## src/rtl/epl_row_sel_seq.sv

```systemverilog
// epl_row_sel_seq: sequenced row-selection controller for the EPLFFRAM02 array.
// Accepts one read/write row request at a time, decodes bank+row into a
// one-hot wordline and times the wordline pulse with an internal counter.
// Optional feature macro: EPL_ROWSEL_RESTORE_EN -- reads append a RESTORE
// (write-back) phase after ACTIVE. Undefined: RESTORE is unreachable and
// pRestore_o is tied 0.
module epl_row_sel_seq #(
    parameter  int ROWS     = 64,
    parameter  int BANKS    = 1,
    parameter  int WL_PULSE = 4,
    parameter  int GUARD    = 2,
    localparam int AW       = $clog2(ROWS),
    localparam int BW       = ($clog2(BANKS) > 1) ? $clog2(BANKS) : 1
) (
    input  logic                  pClk_i,
    input  logic                  pRst_i,
    input  logic                  pReq_i,
    input  logic                  pWrite_i,
    input  logic [BW-1:0]         pBank_i,
    input  logic [AW-1:0]         pArx_i,
    output logic                  pReady_o,
    output logic [BANKS*ROWS-1:0] pWl_o,
    output logic                  pRead0_o,
    output logic                  pWrite0_o,
    output logic                  pRestore_o,
    output logic                  pDone_o,
    output logic                  pErr_o
);

    localparam int MAXC = (WL_PULSE > GUARD) ? WL_PULSE : GUARD;
    localparam int CW   = $clog2(MAXC) + 1;

    localparam logic [CW-1:0] PULSE_LOAD = CW'(WL_PULSE - 1);
    localparam logic [CW-1:0] GUARD_LOAD = CW'(GUARD - 1);
    localparam logic [AW:0]   ROWS_LIM   = (AW+1)'(ROWS);
    localparam logic [BW:0]   BANKS_LIM  = (BW+1)'(BANKS);

    typedef enum logic [2:0] {
        IDLE    = 3'd0,
        SETUP   = 3'd1,
        ACTIVE  = 3'd2,
        RESTORE = 3'd3,
        RECOVER = 3'd4
    } state_t;

    state_t                  state_q;
    logic [CW-1:0]           cnt_q;
    logic                    op_write_q;
    logic [BW-1:0]           bank_q;
    logic [AW-1:0]           row_q;
    logic                    ready_q;
    logic [BANKS*ROWS-1:0]   wl_q;
    logic                    read0_q;
    logic                    write0_q;
    logic                    done_q;
    logic                    err_q;
`ifdef EPL_ROWSEL_RESTORE_EN
    logic                    restore_q;
`endif

    logic                    req_in_range;
    logic [BANKS*ROWS-1:0]   wl_d;

    // Range check: row count need not be a power of two, so compare explicitly.
    assign req_in_range = ({1'b0, pArx_i} < ROWS_LIM) && ({1'b0, pBank_i} < BANKS_LIM);

    // One-hot wordline decode from the latched bank/row; a single match per bank/row pair.
    for (genvar gb = 0; gb < BANKS; gb++) begin : g_bank
        for (genvar gi = 0; gi < ROWS; gi++) begin : g_row
            assign wl_d[gb*ROWS + gi] = (bank_q == BW'(gb)) && (row_q == AW'(gi));
        end
    end

    // Access sequencer: state, counter and all registered outputs in one place.
    always_ff @(posedge pClk_i or posedge pRst_i) begin
        if (pRst_i) begin
            state_q    <= IDLE;
            cnt_q      <= '0;
            op_write_q <= 1'b0;
            bank_q     <= '0;
            row_q      <= '0;
            ready_q    <= 1'b1;
            wl_q       <= '0;
            read0_q    <= 1'b0;
            write0_q   <= 1'b0;
            done_q     <= 1'b0;
            err_q      <= 1'b0;
`ifdef EPL_ROWSEL_RESTORE_EN
            restore_q  <= 1'b0;
`endif
        end else begin
            // Done and error are single-cycle pulses.
            done_q <= 1'b0;
            err_q  <= 1'b0;
            case (state_q)
                IDLE: begin
                    if (pReq_i) begin
                        if (req_in_range) begin
                            op_write_q <= pWrite_i;
                            bank_q     <= pBank_i;
                            row_q      <= pArx_i;
                            ready_q    <= 1'b0;
                            state_q    <= SETUP;
                        end else begin
                            err_q <= 1'b1;
                        end
                    end
                end
                SETUP: begin
                    cnt_q    <= PULSE_LOAD;
                    wl_q     <= wl_d;
                    read0_q  <= ~op_write_q;
                    write0_q <= op_write_q;
                    state_q  <= ACTIVE;
                end
                ACTIVE: begin
                    if (cnt_q != '0) begin
                        cnt_q <= cnt_q - 1'b1;
                    end else begin
`ifdef EPL_ROWSEL_RESTORE_EN
                        if (!op_write_q) begin
                            // Destructive read: keep the wordline up and write the data back.
                            cnt_q     <= PULSE_LOAD;
                            read0_q   <= 1'b0;
                            restore_q <= 1'b1;
                            state_q   <= RESTORE;
                        end else begin
                            cnt_q    <= GUARD_LOAD;
                            wl_q     <= '0;
                            read0_q  <= 1'b0;
                            write0_q <= 1'b0;
                            state_q  <= RECOVER;
                        end
`else
                        cnt_q    <= GUARD_LOAD;
                        wl_q     <= '0;
                        read0_q  <= 1'b0;
                        write0_q <= 1'b0;
                        state_q  <= RECOVER;
`endif
                    end
                end
                RESTORE: begin
`ifdef EPL_ROWSEL_RESTORE_EN
                    if (cnt_q != '0) begin
                        cnt_q <= cnt_q - 1'b1;
                    end else begin
                        cnt_q     <= GUARD_LOAD;
                        wl_q      <= '0;
                        restore_q <= 1'b0;
                        state_q   <= RECOVER;
                    end
`else
                    // Unreachable in this build; fall back to a clean recovery.
                    cnt_q    <= GUARD_LOAD;
                    wl_q     <= '0;
                    read0_q  <= 1'b0;
                    write0_q <= 1'b0;
                    state_q  <= RECOVER;
`endif
                end
                RECOVER: begin
                    if (cnt_q != '0) begin
                        cnt_q <= cnt_q - 1'b1;
                    end else begin
                        done_q  <= 1'b1;
                        ready_q <= 1'b1;
                        state_q <= IDLE;
                    end
                end
                default: begin
                    wl_q     <= '0;
                    read0_q  <= 1'b0;
                    write0_q <= 1'b0;
                    ready_q  <= 1'b1;
                    state_q  <= IDLE;
                end
            endcase
        end
    end

    assign pReady_o  = ready_q;
    assign pWl_o     = wl_q;
    assign pRead0_o  = read0_q;
    assign pWrite0_o = write0_q;
    assign pDone_o   = done_q;
    assign pErr_o    = err_q;
`ifdef EPL_ROWSEL_RESTORE_EN
    assign pRestore_o = restore_q;
`else
    assign pRestore_o = 1'b0;
`endif

endmodule

```

## config.mk

```make
export PLATFORM = sky130hd
export DESIGN_NAME = epl_row_sel_seq
export DESIGN_NICKNAME = d
export VERILOG_FILES = /design/src/rtl/epl_row_sel_seq.sv
export SDC_FILE = /design/constraint.sdc
export NUM_CORES = 1
export LEC_CHECK = 0
export CORE_MARGIN = 4
export CORE_UTILIZATION = 49
export CTS_CLUSTER_SIZE = 24
export DETAILED_ROUTE_END_ITERATION = 7
export PLACE_DENSITY = 0.79
export SYNTH_ARGS = -nofsm -noshare
export SYNTH_HDL_FRONTEND = slang
export SYNTH_SLANG_ARGS = --single-unit
```

## constraint.sdc

```tcl
create_clock -name pClk_i -period 3.81 [get_ports pClk_i]
set_clock_uncertainty 0.2 [all_clocks]
set_input_delay 0.9525 -clock pClk_i [delete_from_list [all_inputs] [get_ports pClk_i]]
set_output_delay 0.9525 -clock pClk_i [all_outputs]
set_load 0.005 [all_outputs]
```

# Word level (Yosys, flattened, before mapping)

Index checks and enable logic that the tools add are counted.

Register bits: 83
Output and inout bits: 70

Add/sub/neg operators: 1
Order comparisons: 1
Equal/unequal tests: 72
Multiplexer cells: 22
Bitwise operators: 4
Reduce and logical (&&, ||, !) cells: 75

Operators by type and width:

| cell               | number |
|---|---|
| $eq 6x6->1 const B | 32 |
| $pmux 64 s3        | 1 |
| $eq 6x5->1 const B | 16 |
| $logic_and 1x1->1  | 64 |
| $mux 64            | 1 |
| $eq 6x4->1 const B | 8 |
| $eq 6x3->1 const B | 4 |
| $mux 3             | 6 |
| $pmux 3 s5         | 1 |
| $eq 6x2->1 const B | 2 |
| $pmux 3 s4         | 1 |
| $ne 2x2->1 const B | 5 |
| $mux 1             | 9 |
| $pmux 1 s3         | 3 |
| $reduce_and 4->1   | 2 |
| $eq 3x2->1 const B | 2 |
| $eq 6x1->1 const B | 1 |
| $logic_not 6->1    | 1 |
| $not 1->1          | 4 |
| $reduce_and 2->1   | 2 |
| $reduce_bool 4->1  | 1 |
| $eq 3x1->1 const B | 1 |
| $eq 3x3->1 const B | 1 |
| $logic_not 3->1    | 1 |
| 6 further kinds    | 6 |

# Longest topological paths before layout

Gate-level depths: netlist of the first run.

Depth in word-level cells: 4
Gate-level depth with buffers: 8
Mapped depth without buffers: 6

# Worst setup path after synthesis of the first run

Ideal clock, no wire load.

Kind: input-to-reg
Start: input port pBank_i
End: register op_write_q
Library setup time: 125 ps
Arrival time: 1649 ps
Required time: 3485 ps
Path slack: 1836 ps
Stages on the path: 2
Path buffers: 0
Cells stage by stage: nor3_4 > mux2_2

Cells in the longest elaborated chain, start to end: 2

RTL lines:

| item                              | RTL line | source |
|---|---|---|
| start: declaration                | 19       | `input logic [BW-1:0] pBank_i,` |
| $lt 1x1->1                        | 65       | `assign req_in_range = ({1'b0, pArx_i} < ROWS_LIM) && ({1'b0, pBank_i} < BANKS_LIM);` |
| $reduce_and 3->1 (no source line) | --       |  |
| end signal: assignment            | 99       | `op_write_q <= pWrite_i;` |
| end: declaration                  | 48       | `logic op_write_q;` |

Every way passes these cells.
A chain may end at the register's enable or synchronous reset.

# Final worst setup path of the first run

Start: register cnt_q[0]
End: register wl_q[19] (netlist: pWl_o[19])

Cells in the longest elaborated chain, start to end: 3

RTL lines:

| item                              | RTL line | source |
|---|---|---|
| start: declaration                | 47       | `logic [CW-1:0] cnt_q;` |
| start signal: assignment          | 118      | `cnt_q <= cnt_q - 1'b1;` |
| start signal: assignment          | 164      | `cnt_q <= cnt_q - 1'b1;` |
| $reduce_bool 3->1                 | 117      | `if (cnt_q != '0) begin` |
| $ne 2x2->1 (no source line)       | --       |  |
| $reduce_and 2->1 (no source line) | --       |  |
| end signal: assignment            | 111      | `wl_q <= wl_d;` |
| end: declaration                  | 52       | `logic [BANKS*ROWS-1:0] wl_q;` |

Every way passes these cells.

==> flow_metrics.py, run 1 <==
metrics = {
    "synth": {
        "yosysUniqueCellTypes": 44,
        "yosysWarnings": 0,
        "async_flop_share_pct": 100,
        "synthCells": 262,
        "synth_edf_count": 0,
        "ys.flop_type": "dfrtp_1",
        "synthesis.area_um2": 3410,
        "syn-num-nets": 275,
        "seq_area_frac_synth_pct": 60.9,
        "ys_seq_elements": 83,
        "avgSynthCellArea_um2": 13.0,
    },
    "drt": {
        "avgViaCountPerCell": 5.49,
        "firstDrtPassIters": 4,
        "finalWirelength_um": 7520,
        "wl_per_cell_um": 17.3,
        "ant_nets": 0,
        "num_vias": 2384,
        "post-route-drc-count": 0,
        "drt-initial-drc-count": 160,
    },
    "grt": {
        "grt_max_degree": 45,
        "overflow": 0,
        "grtUsageMet2_pct": 29.2,
        "grt_pass1_wl_um": 12800,
        "grt_usage_pct": 19.3,
        "met1_usage_pct": 27.9,
        "antenna_found_initial": 0,
        "met3_usage_pct": 4.14,
        "grt_pass1_vias": 2441,
        "grt-busiest-layer": "met2",
    },
    "setup_path": {
        "path_buf_inv": 2,
        "cp-endpoint": "pWl_o[19]",
        "r2r-start": "cnt_q[0]",
        "worstPathArrival_ns": 2.60,
        "r2r_slack_ns": 1.25,
        "cp.depth": 7,
        "cp_top_family": "simple AND/OR/NAND/NOR gates",
        "critical_path_class": "reg2reg",
        "max_stage_delay_ns": 0.53,
        "path_max_fanout": 44,
        "crit_start": "cnt_q[0]",
        "cp-end-kind": "flop",
        "r2r-end": "pWl_o[19]",
        "critPathSlowestCell": "nor2b_1",
        "start_kind": "flop",
        "crit_chain": "inv_1 > ha_1 > nor2b_1 > o21a_1 > nor2_4 > buf_4 > a22o_1",
        "worstPathRequired_ns": 3.84,
        "rr_worst_depth": 7,
    },
    "cts": {
        "cts_tree": "built",
        "clockBufferDepth": 2,
        "cts-root-buf": "clkbuf_8",
        "cts_buffers": 9,
        "cts-htree-levels": 3,
        "ctsHoldBuffers": 0,
        "cts_resized": 0,
        "clock_sinks": 83,
        "postCtsSetupBuffers": 0,
        "clock_latency_ns": 0.34,
        "path_clk_slew_ns": 0.08,
    },
    "sta": {
        "max_freq_mhz": 390,
        "worst_pin_slew_ns": 0.811,
        "finalCritPeriodShare_pct": 67.3,
        "rsz0062_at_grt": "no",
        "setup_viol": 0,
        "finalHoldViolations": 0,
        "maxSlewViolCount": 0,
        "relSlewSlack_pct": 45.7,
        "min_period_ns": 2.56,
        "final.setup.tns_ns": 0,
    },
    "cells_and_area": {
        "antenna_cells": 0,
        "layout-drive-gt1-share_pct": 10.9,
        "fin_nets": 346,
        "instances_no_fill": 434,
        "area_growth_pct": 28.4,
    },
    "floorplanning": {
        "die_x_um": 91.5,
        "die-area_um2": 8370,
        "num_rows": 30,
        "initial_core_util_pct": 50.3,
        "coreArea_um2": 6790,
        "die_h_um": 91.5,
        "ioPinCount": 81,
    },
    "place": {
        "dp.cells": 418,
        "gp_congestion": 0.784,
        "io_buffer_count": 79,
        "hpwl_um": 5200,
    },
    "min_path": {
        "hold_path.class": "reg2reg",
        "hp-start": "pReady_o",
        "min_path_cells": 2,
    },
    "run_status": {
        "status": "finished, final reports clean",
    },
    "pwr": {
        "ir_drop_uv": 314,
        "cellLeakagePower_nw": 1.88,
        "power_density_nw_per_um2": 585,
    },
    "job": {
        "cap_violations": 0,
    },
}
synthesized netlist by cell type (all sizes together), types with 3 or more instances:
library cell  number  area, µm²
clkbuf             6       22.5
nor2              12       60.1
nor3               9       56.3
buf               15        146
dfrtp             82       2050
o21ai              6       30.0
or2                5       31.3
nand2             11       43.8
nor4               3       18.8
nand2b             7       43.8
inv                5       18.8
o2bb2ai           20        175
mux2               7       78.8
a21oi              3       15.0
a22o              44        385
state kept, by name, indices dropped and copies added (netlist names):
register and flops:
bank_q 1, cnt_q 3, op_write_q 1, pDone_o 1, pErr_o 1, pRead0_o 1, pReady_o 1, pWl_o 64
pWrite0_o 1, row_q 6, state_q 3
metal layers:
metal  vias up  share of wire, %
li1       1109                 -
met4         0              0.86
met1      1185                48
met3         5               5.6
met2        85                45
met5         -                 0
worst min-delay path by stage:
stage                 to  slack (ns)
3_3_place_gp    pReady_o        0.27
5_1_grt        pWl_o[23]        0.31
6_report        pReady_o        0.29
3_5_place_dp   pWl_o[47]        0.27
4_1_cts        pWl_o[23]        0.30
2_1_floorplan   pReady_o        0.27
kinds of logic (layout without fill, tap and decap cells):
kind of cell	Yosys count	after routing	share of synthesized area (%)
flip-flops	83	83	60.9
AO/OA/AOI/OAI	82	82	19.8
AND/OR/NAND/NOR	60	60	10.5
buffers and inverters	26	102	5.50
multiplexers	7	7	2.31
adder cells (fa/ha/maj)	2	2	0.733
other	1	1	0.110
XOR/XNOR	1	1	0.257
cell usage in the layout (no fill, tap or decap), drive strengths merged, types with 3 or more instances in the layout:
cell and n:
dfrtp 82, inv 6, nor3 9, or2 5
o21ai 6, o2bb2ai 20, mux2 7, nand2 11
nand2b 7, nor2 12, a22o 44, clkbuf 9
a21oi 3, nor4 3, clkinv 3, clkdlybuf4s50 79
where the power goes:
| part | total, W | internal (W) | switching [W] |
|---|---|---|---|
| sequential | 0.00120 | 0.00102 | 0.000186 |
| clock | 0.000636 | 0.000307 | 0.000329 |
| combinational | 0.000726 | 0.000339 | 0.000386 |
metrics by stage:
stage | setup WS (ns) | hold slack [ns] | util, % | cell area (µm²) | power (W)
2_1_floorplan | 0.522 | 0.272 | - | 3410 | 0.00173
3_3_place_gp | 1.25 | 0.272 | 61.6 | 4190 | 0.00191
3_5_place_dp | 1.22 | 0.274 | 61.6 | 4190 | 0.00194
4_1_cts | 1.24 | 0.303 | 64.5 | 4390 | 0.00258
5_1_grt | 1.01 | 0.307 | 64.5 | 4390 | 0.00272
6_report | 1.25 | 0.295 | 64.5 | 4390 | 0.00256
worst register-to-register path, stage by stage, from the launching register on:
cell and delay (ns):
dfrtp_1 0.40, inv_1 0.13, ha_1 0.20, nor2b_1 0.53, o21a_1 0.24, nor2_4 0.12
buf_4 0.33, a22o_1 0.30
area by class of cell:
| class | instances | area, µm² |
|---|---|---|
| flip-flops and latches | 83 | 2080 |
| repair buffers | 81 | 818 |
| well taps | 96 | 120 |
| inverters | 5 | 20.0 |
| clock inverters | 7 | 76.3 |
| clock buffers | 9 | 124 |
| multi-input cells | 153 | 1150 |
| fillers | 530 | 2410 |
No activity file was read; power rests on OpenSTA's default activity.
==> run 2, diff against run 1 <==
==> constraint.sdc (replaced) <==
create_clock -name pClk_i -period 2.51 [get_ports pClk_i]
set_clock_uncertainty 0.2 [all_clocks]
set_input_delay 0.6275 -clock pClk_i [delete_from_list [all_inputs] [get_ports pClk_i]]
set_output_delay 0.6275 -clock pClk_i [all_outputs]
set_load 0.005 [all_outputs]
==> run 2 against run 1 <==
Sequential share of layout area decreased by 0.38 points. Design area rose by 0.80%. First-iteration DRC count fell by 20%. Critical path depth down 6. Largest power group unchanged.
==> flow_metrics.py, run 2 (synthesized netlist as in run 1, its figures left out) <==
metrics = {
    "floorplanning": {
        "die_h_um": 91.5,
        "die-area_um2": 8370,
        "ioPinCount": 81,
        "initial_core_util_pct": 50.3,
        "die_x_um": 91.5,
        "coreArea_um2": 6790,
        "num_rows": 30,
    },
    "grt": {
        "grt_pass1_wl_um": 12700,
        "grt_pass1_vias": 2415,
        "grt_max_degree": 84,
        "antenna_found_initial": 0,
        "grt_usage_pct": 19.0,
        "overflow": 0,
    },
    "cells_and_area": {
        "layout-drive-gt1-share_pct": 11.7,
        "largest_reg_flops": 64,
        "instances_no_fill": 439,
        "layout_commonest_cell": "dfrtp_1",
        "nFillCells": 511,
        "mostFrequentLayoutCells": "dfrtp_1 (82), clkdlybuf4s50_1 (79), a22o_1 (44)",
        "fin_nets": 351,
        "utilization_pct": 65.1,
        "antenna_cells": 0,
        "area_growth_pct": 29.5,
    },
    "drt": {
        "wl_per_cell_um": 17.4,
        "finalWirelength_um": 7650,
        "num_vias": 2419,
        "post-route-drc-count": 0,
        "ant_nets": 0,
        "drt-initial-drc-count": 128,
        "avgViaCountPerCell": 5.51,
        "firstDrtPassIters": 4,
    },
    "pwr": {
        "ir_drop_uv": 535,
        "power.share.clock_pct": 23.9,
        "p_sw_share_pct": 34.1,
        "p_total_w": 0.00391,
        "combPwrFrac_pct": 30.3,
        "seqPwrFrac_pct": 45.8,
        "cellLeakagePower_nw": 1.90,
        "power_switching_w": 0.00133,
        "internal_power_w": 0.00258,
        "power_density_nw_per_um2": 884,
    },
    "cts": {
        "postCtsSetupBuffers": 0,
        "cts-root-buf": "clkbuf_8",
        "clockBufferDepth": 2,
        "cts_resized": 0,
        "clock_latency_ns": 0.34,
        "path_clk_slew_ns": 0.08,
        "cts_tree": "built",
        "clock_sinks": 83,
        "cts_buffers": 9,
        "ctsHoldBuffers": 0,
        "cts-htree-levels": 3,
    },
    "setup_path": {
        "path_max_fanout": 2,
        "start_kind": "flop",
        "cp-end-kind": "output pin",
        "cp_top_family": "flip-flops",
        "critical_path_class": "reg2out",
        "max_stage_delay_ns": 0.54,
        "crit_chain": "clkdlybuf4s50_1",
        "critPathSlowestCell": "dfstp_2",
        "worstPathRequired_ns": 1.68,
        "worstPathArrival_ns": 1.39,
        "path_buf_inv": 1,
    },
    "sta": {
        "holdWs_ns": 0.289,
        "finalCritPeriodShare_pct": 88.4,
        "final.setup.tns_ns": 0,
        "maxSlewViolCount": 0,
        "finalHoldViolations": 0,
        "rsz0062_at_grt": "no",
        "min_period_ns": 2.22,
        "worst_pin_slew_ns": 0.707,
        "setup_viol": 0,
        "max_freq_mhz": 451,
        "relSlewSlack_pct": 52.4,
    },
    "min_path": {
        "hold_path.class": "reg2reg",
    },
    "run_status": {
        "status": "finished, final reports clean",
    },
    "place": {
        "hpwl_um": 5250,
        "gp_congestion": 0.778,
        "io_buffer_count": 79,
        "dp.cells": 423,
    },
    "job": {
        "cap_violations": 0,
    },
}
run 2: changes by cell type in the layout (fill, tap and decap cells not counted), sizes merged:
cell / change
clkbuf: +3
inv: -2
buf: +5
clkinvlp: +1
clkinv: -2
run 2: final cells by class:
class	count	area [µm²]	area share, %
multi-input cells	153	1150	26.0
inverters	5	22.5	0.509
well taps	96	120	2.72
flip-flops and latches	83	2080	47.0
clock inverters	4	50.0	1.13
repair buffers	86	856	19.4
clock buffers	12	145	3.28
run 2: metal layers:
metal / part of all wire, % / track usage (%)
met1: 45 / 26.4
met2: 48 / 29.8
met3: 5.7 / 4.06
met4: 1.0 / 6.41
met5: 0 / 0
run 2: worst paths after layout:
| path | start | end | slack [ns] | depth (start not counted) |
|---|---|---|---|---|
| worst max-delay path | pReady_o | pReady_o | 0.29 | 1 |
| worst min-delay path | pWl_o[30] | pWl_o[30] | 0.29 | 1 |
| worst max register to register | cnt_q[0] | pWl_o[52] | 0.45 | 7 |
| max in group asynchronous | pRst_i | pReady_o | 1.21 | 3 |
| worst min register to register | pWl_o[30] | pWl_o[30] | 0.29 | 1 |
| min in group asynchronous | pRst_i | pWl_o[58] | 0.55 | 3 |
run 2: power by group through the flow:
stage / clock, W / sequential [W] / combinational (W)
detailed placement: 0 / 0.00181 / 0.00119
floorplan: 0 / 0.00169 / 0.000945
global route: 0.000996 / 0.00183 / 0.00132
CTS: 0.000950 / 0.00178 / 0.00120
global placement: 0 / 0.00180 / 0.00114
finish: 0.000933 / 0.00179 / 0.00119
run 2: through the flow:
| step | setup slack (ns) | cell area (µm²) |
|---|---|---|
| after global placement | 0.285 | 4230 |
| final | 0.292 | 4420 |
| after global routing | 0.269 | 4420 |
| after floorplan | 0.657 | 3420 |
| after CTS | 0.277 | 4420 |
| after detailed placement | 0.261 | 4230 |
